File: config.mk
export PLATFORM = sky130hd
export DESIGN_NAME = mult_error_profiler_flat
export DESIGN_NICKNAME = d
export VERILOG_FILES = /design/src/rtl/mult_error_profiler_if.sv /design/src/rtl/mult_error_profiler.sv /design/src/flat_wrapper.sv
export SDC_FILE = /design/constraint.sdc
export NUM_CORES = 1
export LEC_CHECK = 0
export CORE_MARGIN = 2
export CORE_UTILIZATION = 50
export CTS_BUF_LIST = sky130_fd_sc_hd__clkbuf_2
export DETAILED_ROUTE_END_ITERATION = 10
export DONT_BUFFER_PORTS = 1
export HOLD_SLACK_MARGIN = 0.08
export PLACE_DENSITY = 0.76
export SYNTH_ARGS = -nofsm -noshare
export SYNTH_HDL_FRONTEND = slang
export SYNTH_SLANG_ARGS = --single-unit
File: constraint.sdc
create_clock -name clk -period 10.7 [get_ports clk]
set_input_delay 2.14 -clock clk [delete_from_list [all_inputs] [get_ports clk]]
set_output_delay 2.14 -clock clk [all_outputs]
set_load 0.1 [all_outputs]
File: src/rtl/mult_error_profiler_if.sv
// Bus between the error profiler and the multiplier under test / host.
// slave: profiler side; master: host and multiplier-under-test side.
interface mult_error_profiler_if #(
    parameter int unsigned N = 4
);
    logic             start;
    logic [N-1:0]     op_a;
    logic [N-1:0]     op_b;
    logic [2*N-1:0]   dut_p;
    logic             busy;
    logic             done;
    logic [2*N:0]     err_count;
    logic [4*N-1:0]   sum_abs_err;
    logic [4*N:0]     sum_signed_err;
    logic [2*N-1:0]   max_abs_err;

    modport slave (
        input  start, dut_p,
        output op_a, op_b, busy, done, err_count, sum_abs_err, sum_signed_err, max_abs_err
    );

    modport master (
        output start, dut_p,
        input  op_a, op_b, busy, done, err_count, sum_abs_err, sum_signed_err, max_abs_err
    );
endinterface

File: src/rtl/mult_error_profiler.sv
// Exhaustive error profiler for an NxN approximate multiplier.
// Define PROFILER_PIPE_EN to register dut_p and the exact product before comparison.
module mult_error_profiler #(
    parameter int unsigned N = 4
) (
    input logic                  clk,
    input logic                  rst_n,
    mult_error_profiler_if.slave bus
);
    localparam int unsigned PW = 2 * N;
    localparam logic [PW-1:0] IdxLast = '1;

    typedef enum logic [1:0] {StIdle, StSweep, StDrain, StDone} state_e;

    state_e          state_q, state_d;
    logic [PW-1:0]   idx_q, idx_d;
    logic [PW:0]     err_count_q, err_count_d;
    logic [4*N-1:0]  sum_abs_q, sum_abs_d;
    logic [4*N:0]    sum_signed_q, sum_signed_d;
    logic [PW-1:0]   max_abs_q, max_abs_d;

    logic [PW-1:0]   a_ext, b_ext, exact_now;
    logic [PW-1:0]   cmp_p, cmp_exact;
    logic            cmp_valid;
    logic [PW:0]     diff, neg_diff;
    logic [PW-1:0]   abs_diff;

    assign a_ext     = PW'(idx_q[PW-1:N]);
    assign b_ext     = PW'(idx_q[N-1:0]);
    assign exact_now = a_ext * b_ext;

`ifdef PROFILER_PIPE_EN
    logic [PW-1:0] p_q, exact_q;
    logic          valid_q;

    // One-stage sample: the pair driven in cycle k is compared in cycle k+1.
    always_ff @(posedge clk or negedge rst_n) begin
        if (!rst_n) begin
            p_q     <= '0;
            exact_q <= '0;
            valid_q <= 1'b0;
        end else begin
            p_q     <= bus.dut_p;
            exact_q <= exact_now;
            valid_q <= (state_q == StSweep);
        end
    end

    assign cmp_p     = p_q;
    assign cmp_exact = exact_q;
    assign cmp_valid = valid_q;
`else
    assign cmp_p     = bus.dut_p;
    assign cmp_exact = exact_now;
    assign cmp_valid = (state_q == StSweep);
`endif

    assign diff     = {1'b0, cmp_p} - {1'b0, cmp_exact};
    assign neg_diff = -diff;
    assign abs_diff = diff[PW] ? neg_diff[PW-1:0] : diff[PW-1:0];

    always_comb begin
        state_d      = state_q;
        idx_d        = idx_q;
        err_count_d  = err_count_q;
        sum_abs_d    = sum_abs_q;
        sum_signed_d = sum_signed_q;
        max_abs_d    = max_abs_q;

        if (cmp_valid) begin
            if (diff != '0) err_count_d = err_count_q + 1'b1;
            sum_abs_d    = sum_abs_q + {{PW{1'b0}}, abs_diff};
            sum_signed_d = sum_signed_q + {{PW{diff[PW]}}, diff};
            if (abs_diff > max_abs_q) max_abs_d = abs_diff;
        end

        case (state_q)
            StIdle, StDone: begin
                if (bus.start) begin
                    state_d      = StSweep;
                    idx_d        = '0;
                    err_count_d  = '0;
                    sum_abs_d    = '0;
                    sum_signed_d = '0;
                    max_abs_d    = '0;
                end
            end
            StSweep: begin
                idx_d = idx_q + 1'b1;
                if (idx_q == IdxLast) begin
`ifdef PROFILER_PIPE_EN
                    state_d = StDrain;
`else
                    state_d = StDone;
`endif
                end
            end
            StDrain: state_d = StDone;
            default: state_d = StIdle;
        endcase
    end

    always_ff @(posedge clk or negedge rst_n) begin
        if (!rst_n) begin
            state_q      <= StIdle;
            idx_q        <= '0;
            err_count_q  <= '0;
            sum_abs_q    <= '0;
            sum_signed_q <= '0;
            max_abs_q    <= '0;
        end else begin
            state_q      <= state_d;
            idx_q        <= idx_d;
            err_count_q  <= err_count_d;
            sum_abs_q    <= sum_abs_d;
            sum_signed_q <= sum_signed_d;
            max_abs_q    <= max_abs_d;
        end
    end

    assign bus.op_a           = idx_q[PW-1:N];
    assign bus.op_b           = idx_q[N-1:0];
    assign bus.busy           = (state_q == StSweep) || (state_q == StDrain);
    assign bus.done           = (state_q == StDone);
    assign bus.err_count      = err_count_q;
    assign bus.sum_abs_err    = sum_abs_q;
    assign bus.sum_signed_err = sum_signed_q;
    assign bus.max_abs_err    = max_abs_q;
endmodule

File: src/flat_wrapper.sv
// flat-port wrapper written by rule: the top's interface ports become plain ports
module mult_error_profiler_flat 
#(
    parameter int unsigned N = 4
)
  (clk, rst_n, bus_start, bus_dut_p, bus_op_a, bus_op_b, bus_busy, bus_done, bus_err_count, bus_sum_abs_err, bus_sum_signed_err, bus_max_abs_err);
  mult_error_profiler_if #(.N(N)) bus_i ();
  input logic clk;
  input logic rst_n;
  input wire logic [$bits(bus_i.start)-1:0] bus_start;
  input wire logic [$bits(bus_i.dut_p)-1:0] bus_dut_p;
  output wire logic [$bits(bus_i.op_a)-1:0] bus_op_a;
  output wire logic [$bits(bus_i.op_b)-1:0] bus_op_b;
  output wire logic [$bits(bus_i.busy)-1:0] bus_busy;
  output wire logic [$bits(bus_i.done)-1:0] bus_done;
  output wire logic [$bits(bus_i.err_count)-1:0] bus_err_count;
  output wire logic [$bits(bus_i.sum_abs_err)-1:0] bus_sum_abs_err;
  output wire logic [$bits(bus_i.sum_signed_err)-1:0] bus_sum_signed_err;
  output wire logic [$bits(bus_i.max_abs_err)-1:0] bus_max_abs_err;
  assign bus_i.start = bus_start;
  assign bus_i.dut_p = bus_dut_p;
  assign bus_op_a = bus_i.op_a;
  assign bus_op_b = bus_i.op_b;
  assign bus_busy = bus_i.busy;
  assign bus_done = bus_i.done;
  assign bus_err_count = bus_i.err_count;
  assign bus_sum_abs_err = bus_i.sum_abs_err;
  assign bus_sum_signed_err = bus_i.sum_signed_err;
  assign bus_max_abs_err = bus_i.max_abs_err;
  mult_error_profiler #(.N(N)) u_core (.clk(clk), .rst_n(rst_n), .bus(bus_i));
endmodule
==> impl_results.md, run 1 <==
- GR Overflow Total: 0
- Peak-usage layer in the global routing report: met2
- CTS H-Tree Depth: 3
- Grt met2 use: a little over a third
- Largest cells by area after synthesis: sky130_fd_sc_hd__dfrtp_1 (29%), sky130_fd_sc_hd__ha_1 (14%), sky130_fd_sc_hd__fa_1 (4.3%)
- Area leader, netlist: sky130_fd_sc_hd__dfrtp_1
- Root cell of the clock tree: sky130_fd_sc_hd__clkbuf_2
- # setup viols final: 0
- Sequential area share after synthesis: between 20% and 30%
- Remaining number of nets flagged by the antenna check after routing: 0
- Asr flop ratio synth: between 90% and 100%
- Required @ worst endpoint: between 10 and 15 ns
- Wire length of the first global-routing pass: 20,000 um
- Worst hold slack: 0.530 ns
- Actual slew at the worst max-slew pin: approximately 1.1 ns
- I/O Buffers: 0
- CP Capture Type: flip-flop
- Max transition margin: 23.7%
- Critical Setup Path Class: reg -> reg
- Wirelength, routed: 11,900 um
- DP Cell Count: 707
- Via density per instance: 5.93
- Clock sinks: 60
- Max Clock Freq: 151 MHz
- Critical path origin: u_core.idx_q[2]$_DFFE_PN0P_
- Max incr delay on CP: 1.14 ns
- Unrepaired setup endpoints after global routing: false
- Path depth of the worst reg2reg path: 21
- Number of synthesized register bits: 60
- Die X: 105 um
- Antenna violations before repair: 0
- Netlist area before placement: 0.00511 sq mm
- Largest net degree at the start of global routing: 61
- Setup TNS: 0 ns
- Layout cell share with drive strength beyond 1: under 10%
- Status: finished, final reports clean
- Number of warnings issued by yosys: 0
- MaxCap Viol Count: 0
- Synth Instances: 586
- Type of the most critical hold path: reg -> reg
- I/O Pins: about 70
- Total Routing Usage GR: between 20% and 30%
- Wire length per cell after detailed routing: between 15 and 20 um
- Critical Path Fanout Max: 10
- Critical path arrival: between 7 and 8 ns
- Drt pass-1 iters: 4
- Max Transition Viols Final: 0
- Signed area change from the synthesized netlist to the final layout: 4.80%
- Routability congestion estimate from global placement: roughly 0.92
- CTS tree: built
- Syn Nets: approximately 660
- Starting density of the core: 51.8%
- Number of buffers between clock root and the deepest sink: 2
- Clock network latency to the later pin of the worst-skew pair: 0.53 ns
- CP Cell Sequence: nand2_1 > fa_1 > inv_1 > ha_1 > inv_1 > fa_1 > ha_1 > nand3_1 > a21o_2 > nand4_1 > nand3_1 > inv_1 > mux2_2 > ha_1 > a21o_1 > a21o_1 > a211oi_1 > o21bai_1 > a31oi_1 > o21ai_0 > a21oi_1
- Number of standard cells in the final layout excluding fillers: 723
- Final period util: between 60 and 70%
- Portion of synthesized cell area occupied by the leading cell type: 29.4%
- Minimum setup slack among reg-to-reg paths: 4.08 ns
- Initial drt markers: 211
- Vias after detailed routing: 4,286
- Crit. path cell count: 21
- Hold Fails Final Rpt: 0
- Tmin final: between 6 and 7 ns
- Num rows: 36
- Number of remaining DRC errors: 0
- Crit path capture: u_core.bus.sum_abs_err[15]$_DFF_PN0_
- Total core area: 0.00986 sq mm
- Predominant post-synthesis flop cell: sky130_fd_sc_hd__dfrtp_1
- Most common cell after layout, fill and taps aside: sky130_fd_sc_hd__dfrtp_1
- Most used cells in the layout excluding fill and tap cells: sky130_fd_sc_hd__dfrtp_1 (60), sky130_fd_sc_hd__ha_1 (56), sky130_fd_sc_hd__inv_1 (52)
- Mean instance size in the synthesized netlist: 8.73 sq um
- Number of distinct library cells after synthesis: 58
- Post-layout nets: 663
- Die area: 0.0111 sq mm
- CP Buf/Inv Count: 3
- Post_cts resized: 0
- Setup bufs post-CTS: 0
- Number of diodes: 0
- Post-synth EDFFs: 0
- Layout Skew: 0.0238 ns
- Startpoint of the lowest-slack register-to-register path: u_core.idx_q[2]$_DFFE_PN0P_
- Worst path slowest cell: sky130_fd_sc_hd__dfrtp_1
- Height of the die: 105 um
- # hold bufs at CTS: 0
- Met1 Resource Use GR: between 20% and 30%
- Hold-critical path depth: 1
- Hold path startpoint: u_core.state_q[0]$_DFFE_PN0P_
- TritonCTS buffer count: 9
- Number of global-route vias before repair: 4,215
- Element type at the critical path start: flip-flop
- Category of cells accounting for the largest share of critical-path delay: adder cells
- Global routing usage on met3: 6.43%
- Register clock-pin slew on the reported worst setup and hold paths: 0.20 ns
- Reg2reg end: u_core.bus.sum_abs_err[15]$_DFF_PN0_
- Detailed Place HPWL: 8840 um
-- synthesized netlist by cell type, types with 4 or more instances --
| cell type | n |
|---|---|
| sky130_fd_sc_hd__and2_1 | 14 |
| sky130_fd_sc_hd__nand2_1 | 40 |
| sky130_fd_sc_hd__or3_1 | 11 |
| sky130_fd_sc_hd__o21bai_1 | 6 |
| sky130_fd_sc_hd__buf_1 | 5 |
| sky130_fd_sc_hd__a22o_1 | 4 |
| sky130_fd_sc_hd__nor3b_1 | 4 |
| sky130_fd_sc_hd__ha_1 | 56 |
| sky130_fd_sc_hd__o21ba_2 | 6 |
| sky130_fd_sc_hd__xnor2_1 | 17 |
| sky130_fd_sc_hd__xor2_1 | 15 |
| sky130_fd_sc_hd__nor2b_1 | 8 |
| sky130_fd_sc_hd__nand2b_1 | 4 |
| sky130_fd_sc_hd__a21o_1 | 13 |
| sky130_fd_sc_hd__clkbuf_1 | 10 |
| sky130_fd_sc_hd__a211oi_1 | 14 |
| sky130_fd_sc_hd__o21a_1 | 8 |
| sky130_fd_sc_hd__and3_1 | 5 |
| sky130_fd_sc_hd__dfrtp_1 | 60 |
| sky130_fd_sc_hd__nor2_1 | 51 |
| sky130_fd_sc_hd__inv_1 | 52 |
| sky130_fd_sc_hd__a21oi_1 | 37 |
| sky130_fd_sc_hd__o21ai_0 | 41 |
| sky130_fd_sc_hd__nand4_1 | 4 |
| sky130_fd_sc_hd__nor3_1 | 9 |
| sky130_fd_sc_hd__mux2i_1 | 11 |
| sky130_fd_sc_hd__nand3_1 | 24 |
| sky130_fd_sc_hd__fa_1 | 11 |
| sky130_fd_sc_hd__a31oi_1 | 4 |
-- worst register-to-register path: stages, from the launching register on --
cell                       delay [ns]
sky130_fd_sc_hd__dfrtp_1         1.14
sky130_fd_sc_hd__nand2_1         0.18
sky130_fd_sc_hd__fa_1            0.55
sky130_fd_sc_hd__inv_1           0.04
sky130_fd_sc_hd__ha_1            0.27
sky130_fd_sc_hd__inv_1           0.07
sky130_fd_sc_hd__fa_1            0.43
sky130_fd_sc_hd__ha_1            0.43
sky130_fd_sc_hd__nand3_1         0.17
sky130_fd_sc_hd__a21o_2          0.24
sky130_fd_sc_hd__nand4_1         0.10
sky130_fd_sc_hd__nand3_1         0.22
sky130_fd_sc_hd__inv_1           0.40
sky130_fd_sc_hd__mux2_2          0.42
sky130_fd_sc_hd__ha_1            0.28
sky130_fd_sc_hd__a21o_1          0.15
sky130_fd_sc_hd__a21o_1          0.20
sky130_fd_sc_hd__a211oi_1        0.34
sky130_fd_sc_hd__o21bai_1        0.15
sky130_fd_sc_hd__a31oi_1         0.43
sky130_fd_sc_hd__o21ai_0         0.19
sky130_fd_sc_hd__a21oi_1         0.17
-- worst min-delay path by stage --
stage	slack, ns	to
6_report	0.53	u_core.state_q[0]$_DFFE_PN0P_
5_1_grt	0.55	u_core.state_q[0]$_DFFE_PN0P_
4_1_cts	0.53	u_core.state_q[0]$_DFFE_PN0P_
3_5_place_dp	0.49	u_core.state_q[0]$_DFFE_PN0P_
3_3_place_gp	0.48	u_core.state_q[0]$_DFFE_PN0P_
2_1_floorplan	0.46	u_core.state_q[0]$_DFFE_PN0P_
-- flip-flops by register name, indices dropped and copies added, names as in the netlist --
signal / flops
u_core.bus.err_count: 9
u_core.bus.max_abs_err: 8
u_core.bus.sum_abs_err: 16
u_core.bus.sum_signed_err: 17
u_core.idx_q: 8
u_core.state_q: 2
-- area by class of cell --
| class | count | area (sq um) |
|---|---|---|
| fillers | 884 | 4510 |
| multi-input cells | 459 | 3360 |
| flip-flops and latches | 60 | 1500 |
| inverters | 52 | 195 |
| well taps | 133 | 166 |
| clock inverters | 7 | 67.6 |
| clock buffers | 9 | 45.0 |
| repair buffers | 3 | 22.5 |
-- logic make-up after synthesis --
family / count (synthesis) / share of synthesized area, %
xor+xnor: 32 / 5.48
mux: 12 / 2.37
buf+inv: 67 / 4.92
compound gates: 161 / 21.4
flops: 60 / 29.4
simple gates: 187 / 18.5
fa+ha+maj: 67 / 18.0
-- through the flow --
stage	worst slack, ns	cell area [sq um]	utilization [%]
final	4.08	5360	54.3
after global routing	3.61	5360	54.3
after CTS	4.10	5360	54.3
after detailed placement	3.69	5250	53.2
after global placement	3.89	5250	53.2
after floorplan	4.26	5110	-
-- routing by layer --
layer	up-vias	share of wire, %
met2	137	48
met1	2049	43
met5	-	0
met3	21	7.3
li1	2079	-
met4	0	1.9
Power of run 1 is left out: the tool's default activity adds up to more than one toggle a clock period on the data nets, which glitch-free logic cannot reach.
==> run 2: changes to the inputs <==
--- a/config.mk
+++ b/config.mk
@@ -11,7 +11,7 @@
 export DETAILED_ROUTE_END_ITERATION = 10
 export DONT_BUFFER_PORTS = 1
 export HOLD_SLACK_MARGIN = 0.08
-export PLACE_DENSITY = 0.76
+export PLACE_DENSITY = 0.79
 export SYNTH_ARGS = -nofsm -noshare
 export SYNTH_HDL_FRONTEND = slang
 export SYNTH_SLANG_ARGS = --single-unit
==> constraint.sdc (replaced) <==
create_clock -name clk -period 6 [get_ports clk]
set_input_delay 1.2 -clock clk [delete_from_list [all_inputs] [get_ports clk]]
set_output_delay 1.2 -clock clk [all_outputs]
set_load 0.1 [all_outputs]
==> impl_results.md, run 2 (synthesis gave the netlist of run 1 again) <==
- Path depth of the worst reg2reg path: 20 (-4.8%)
- Via density per instance: 5.84 (-1.5%)
- Layout cell share with drive strength beyond 1: 7.83% (+1.7 points)
- CP Cell Sequence: buf_4 > nand2_1 > inv_1 > ha_1 > inv_1 > fa_1 > inv_1 > fa_1 > nand2b_2 > a21oi_2 > xor2_1 > nor4_1 > a31oi_1 > xor2_1 > ha_1 > nand4_1 > o21ai_0 > a21oi_1 > o21ai_0 > o21ba_2
- Die area: 0.0111 sq mm (unchanged)
- Most Frequent Cell on Critical Path: sky130_fd_sc_hd__inv_1
- Number of global-route vias before repair: 4,288 (+1.7%)
- Number of diodes: 0 (unchanged)
- # hold bufs at CTS: 0 (unchanged)
- Die X: 105 um (unchanged)
- Detailed Place HPWL: 9230 um (+4.4%)
- Status: finished, final reports clean
- Final period util: 94.4% (+33 points)
- Max transition margin: 29.1% (+5.5 points)
- Setup bufs post-CTS: 0 (unchanged)
- Worst path slowest cell: sky130_fd_sc_hd__a21oi_1
- Register clock-pin slew on the reported worst setup and hold paths: 0.21 ns (about the same)
- Critical Path Fanout Max: 10 (unchanged)
- Met1 Resource Use GR: 28.9% (+1.2 points)
- I/O Pins: 71 (unchanged)
- Setup TNS: 0 ns (unchanged)
- Height of the die: 105 um (unchanged)
- MaxCap Viol Count: 0 (unchanged)
- Wirelength, routed: 12,300 um (+2.9%)
- Startpoint of the lowest-slack register-to-register path: u_core.idx_q[0]$_DFFE_PN0P_
- Layout Skew: 0.0327 ns (+0.00895 ns)
- Antenna violations before repair: 0 (unchanged)
- DP Cell Count: 717 (+1.4%)
- Max reg flops: 17 (unchanged)
- Number of remaining DRC errors: 0 (unchanged)
- Tmin final: 5.67 ns (-0.955 ns)
- Routability congestion estimate from global placement: 0.895 (-3.0%)
- Most used cells in the layout excluding fill and tap cells: sky130_fd_sc_hd__dfrtp_1 (60), sky130_fd_sc_hd__ha_1 (56), sky130_fd_sc_hd__inv_1 (52)
- Post_cts resized: 0 (unchanged)
- Total core area: 0.00986 sq mm (unchanged)
- Root cell of the clock tree: sky130_fd_sc_hd__clkbuf_2
- Number of buffers between clock root and the deepest sink: 2 (unchanged)
- Largest net degree at the start of global routing: 61 (unchanged)
- Post-layout nets: 673 (+1.5%)
- Element type at the critical path start: flip-flop
- Most common cell after layout, fill and taps aside: sky130_fd_sc_hd__dfrtp_1
- Max Clock Freq: 176 MHz (+17%)
- Critical path arrival: 6.13 ns (-0.94 ns)
- CTS tree: built
- Actual slew at the worst max-slew pin: 1.06 ns (-0.0821 ns)
- Grt met2 use: 38.4% (+1.8 points)
- CP Capture Type: flip-flop
- Initial drt markers: 325 (+54%)
- Critical path origin: u_core.idx_q[0]$_DFFE_PN0P_
- Worst hold slack: 0.340 ns (-0.189 ns)
- Num rows: 36 (unchanged)
- Max Transition Viols Final: 0 (unchanged)
- I/O Buffers: 0 (unchanged)
- Wire length of the first global-routing pass: 20,800 um (+4.1%)
- Clock sinks: 60 (unchanged)
- Required @ worst endpoint: 6.47 ns (-4.68 ns)
- Number of standard cells in the final layout excluding fillers: 733 (+1.4%)
- Drt pass-1 iters: 5 (+1)
- Global routing usage on met3: 6.86% (+0.44 points)
- CTS H-Tree Depth: 3 (unchanged)
- Signed area change from the synthesized netlist to the final layout: 7.19%
- Starting density of the core: 51.8% (unchanged)
- Hold Fails Final Rpt: 0 (unchanged)
- Vias after detailed routing: 4,278 (-0.19%)
- Fill cell instance count of the final layout: 882 (-0.23%)
- Total Routing Usage GR: 23.1% (+0.90 points)
- Unrepaired setup endpoints after global routing: false
- Clock network latency to the later pin of the worst-skew pair: 0.52 ns (about the same)
- # setup viols final: 0 (unchanged)
- Wire length per cell after detailed routing: 16.7 um (+1.5%)
- Max incr delay on CP: 0.59 ns (-0.55 ns)
- Peak-usage layer in the global routing report: met2
- Remaining number of nets flagged by the antenna check after routing: 0 (unchanged)
- GR Overflow Total: 0 (unchanged)
- TritonCTS buffer count: 9 (unchanged)
- Critical Setup Path Class: reg -> reg
- Type of the most critical hold path: in -> async
==> run 2: changes by cell type in the layout (fill, tap and decap cells not counted), sizes merged <==
cell    delta
buf       +10
clkinv     -2
bufinv     +2
==> run 2: per-layer routing <==
layer / vias up / wire length [um]
met5: - / 0
met3: 24 / 784
met1: 2042 / 5360
met2: 117 / 5850
li1: 2095 / -
met4: 0 / 271
==> run 2: final timing paths <==
kind | to | slack [ns]
setup / recovery | u_core.bus.max_abs_err[3]$_DFF_PN0_ | 0.33
hold / removal | u_core.idx_q[0]$_DFFE_PN0P_ | 0.34
setup reg to reg | u_core.bus.max_abs_err[3]$_DFF_PN0_ | 0.33
hold reg to reg | u_core.state_q[0]$_DFFE_PN0P_ | 0.54
max in group asynchronous | u_core.bus.sum_signed_err[12]$_DFF_PN0_ | 5.51
min in group clk | u_core.state_q[0]$_DFFE_PN0P_ | 0.54
==> run 2: critical path: cells and delay by family (launching register included) <==
family	cells	cell delay, ns
buf+inv	4	0.60
fa+ha+maj	4	1.46
flops	1	0.51
simple gates	4	0.57
compound gates	6	1.47
xor+xnor	2	1.00
==> run 2: area by class of cell <==
type	count	area, sq um	area share [%]
Multi-Input combinational cell	459	3360	61.3
Sequential cell	60	1500	27.4
Inverter	52	195	3.56
Tap cell	133	166	3.04
Clock inverter	7	115	2.10
Timing Repair Buffer	13	97.6	1.78
Clock buffer	9	45.0	0.822
==> run 2: stage by stage <==
step / area (sq um) / setup WS (ns) / util, %
6_report: 5480 / 0.334 / 55.6
3_5_place_dp: 5320 / 0.169 / 53.9
2_1_floorplan: 5110 / 0.0837 / -
4_1_cts: 5480 / 0.407 / 55.6
5_1_grt: 5480 / 0.00242 / 55.6
3_3_place_gp: 5320 / 0.355 / 53.9
Power of run 2 is left out for the same reason.
==> run 3: changes to the inputs <==
--- a/config.mk
+++ b/config.mk
@@ -11,6 +11,7 @@
 export DETAILED_ROUTE_END_ITERATION = 10
 export DONT_BUFFER_PORTS = 1
 export HOLD_SLACK_MARGIN = 0.08
+export MAX_ROUTING_LAYER = met4
 export PLACE_DENSITY = 0.79
 export SYNTH_ARGS = -nofsm -noshare
 export SYNTH_HDL_FRONTEND = slang
==> impl_results.md, run 3 (synthesis gave the netlist of run 1 again) <==
- Number of diodes: 0 (unchanged)
- Total core area: 0.00986 sq mm (unchanged)
- CTS tree: built
- Number of global-route vias before repair: 4,370 (+1.9%)
- Initial drt markers: 270 (-17%)
- Max Clock Freq: 175 MHz (-0.58%)
- Number of buffers between clock root and the deepest sink: 2 (unchanged)
- CTS H-Tree Depth: 3 (unchanged)
- Element type at the critical path start: flip-flop
- Post-place setup slack: 0.160 ns (-0.00904 ns)
- Starting density of the core: 51.8% (unchanged)
- Critical Path Fanout Max: 10 (unchanged)
- CP Capture Type: flip-flop
- Unrepaired setup endpoints after global routing: false
- Clock sinks: 60 (unchanged)
- Max reg flops: 17 (unchanged)
- # setup viols final: 0 (unchanged)
- Register clock-pin slew on the reported worst setup and hold paths: 0.20 ns (about the same)
- Largest net degree at the start of global routing: 61 (unchanged)
- Die area: 0.0111 sq mm (unchanged)
- Root cell of the clock tree: sky130_fd_sc_hd__clkbuf_2
- Routability congestion estimate from global placement: 0.905 (+1.0%)
- Die X: 105 um (unchanged)
- Remaining number of nets flagged by the antenna check after routing: 0 (unchanged)
- Layout Skew: 0.0255 ns (-0.00730 ns)
- Most common cell after layout, fill and taps aside: sky130_fd_sc_hd__dfrtp_1
- Tmin final: 5.70 ns (+0.0333 ns)
- Final period util: 95.0% (+0.55 points)
- Signed area change from the synthesized netlist to the final layout: 7.32%
- Drt pass-1 iters: 4 (-1)
- Setup TNS: 0 ns (unchanged)
- Actual slew at the worst max-slew pin: 1.06 ns (-0.00177 ns)
- Clock network latency to the later pin of the worst-skew pair: 0.52 ns (about the same)
- Total Routing Usage GR: 24.2% (+1.1 points)
- Layout cell share with drive strength beyond 1: 8.00% (+0.17 points)
- Wirelength, routed: 12,500 um (+2.0%)
- Post-route worst setup slack: 0.301 ns (-0.0333 ns)
- Hold Fails Final Rpt: 0 (unchanged)
- Critical path arrival: 6.18 ns (+0.05 ns)
- Max transition margin: 29.3% (+0.12 points)
- Via density per instance: 5.96 (+2.2%)
- Wire length per cell after detailed routing: 17.1 um (+2.0%)
- MaxCap Viol Count: 0 (unchanged)
- GR Overflow Total: 0 (unchanged)
- Critical Setup Path Class: reg -> reg
- Max Transition Viols Final: 0 (unchanged)
- Status: finished, final reports clean
- I/O Pins: 71 (unchanged)
- Wire length of the first global-routing pass: 21,100 um (+1.5%)
- Vias after detailed routing: 4,371 (+2.2%)
- Antenna violations before repair: 0 (unchanged)
- Startpoint of the lowest-slack register-to-register path: u_core.idx_q[4]$_DFFE_PN0P_
- I/O Buffers: 0 (unchanged)
- Setup bufs post-CTS: 0 (unchanged)
- Most used cells in the layout excluding fill and tap cells: sky130_fd_sc_hd__dfrtp_1 (60), sky130_fd_sc_hd__ha_1 (56), sky130_fd_sc_hd__inv_1 (52)
- Type of the most critical hold path: in -> async
- Required @ worst endpoint: 6.48 ns (about the same)
- Critical path origin: u_core.idx_q[4]$_DFFE_PN0P_
- TritonCTS buffer count: 9 (unchanged)
- Height of the die: 105 um (unchanged)
- Post-layout nets: 673 (unchanged)
- Number of remaining DRC errors: 0 (unchanged)
- Detailed Place HPWL: 9370 um (+1.5%)
- Num rows: 36 (unchanged)
[run 3: final cells by class]
| cell class | instances | area [sq um] |
|---|---|---|
| fillers | 910 | 4380 |
| well taps | 133 | 166 |
| inverters | 52 | 195 |
| flip-flops and latches | 60 | 1500 |
| repair buffers | 13 | 97.6 |
| clock inverters | 7 | 115 |
| clock buffers | 9 | 45.0 |
| multi-input cells | 459 | 3370 |
[run 3: stage by stage]
step	util [%]	hold slack, ns	area (sq um)	std cells
2_1_floorplan	-	0.462	5110	586
3_3_place_gp	53.9	0.476	5320	717
3_5_place_dp	53.9	0.518	5320	717
4_1_cts	55.6	0.298	5480	733
5_1_grt	55.6	0.286	5490	733
6_report	55.6	0.328	5490	733
[run 3: worst paths after layout]
| path | endpoint | cells after the start | slack, ns |
|---|---|---|---|
| worst max-delay path | u_core.bus.max_abs_err[3]$_DFF_PN0_ | 18 | 0.30 |
| worst min-delay path | u_core.idx_q[2]$_DFFE_PN0P_ | 0 | 0.33 |
| worst max register to register | u_core.bus.max_abs_err[3]$_DFF_PN0_ | 18 | 0.30 |
| worst min register to register | u_core.state_q[0]$_DFFE_PN0P_ | 1 | 0.54 |
| max in group asynchronous | u_core.bus.sum_signed_err[3]$_DFF_PN0_ | 0 | 5.52 |
| min in group clk | u_core.state_q[0]$_DFFE_PN0P_ | 1 | 0.54 |
[run 3: timing repair]
item                       4_1_cts  5_1_grt
gates resized for setup          0        1
setup endpoints to repair        0        3
hold buffers                     0        0
[run 3: layer usage]
layer | share of wire, % | track usage, % | up-vias | wire length [um]
met1 | 43 | 29.2 | 2121 | 5350
met3 | 7.0 | 6.80 | 28 | 876
met4 | 1.9 | 7.24 | 0 | 232
met5 | 0 | - | - | 0
met2 | 48 | 39.5 | 127 | 6060
li1 | - | - | 2095 | -
[run 3: worst max-delay path, cell delays in order, from the launching register on]
cell and delay [ns]:
sky130_fd_sc_hd__dfrtp_1 0.49, sky130_fd_sc_hd__and2_1 0.23, sky130_fd_sc_hd__fa_1 0.50, sky130_fd_sc_hd__ha_1 0.32, sky130_fd_sc_hd__fa_1 0.52, sky130_fd_sc_hd__inv_1 0.05
sky130_fd_sc_hd__ha_1 0.37, sky130_fd_sc_hd__nor2_1 0.10, sky130_fd_sc_hd__a21oi_2 0.13, sky130_fd_sc_hd__xor2_1 0.51, sky130_fd_sc_hd__nor4_1 0.15, sky130_fd_sc_hd__a31oi_1 0.19
sky130_fd_sc_hd__xor2_1 0.49, sky130_fd_sc_hd__ha_1 0.36, sky130_fd_sc_hd__nand4_1 0.10, sky130_fd_sc_hd__o21ai_0 0.13, sky130_fd_sc_hd__a21oi_1 0.57, sky130_fd_sc_hd__o21ai_0 0.18
sky130_fd_sc_hd__o21ba_2 0.28
Power of run 3 is left out for the same reason.
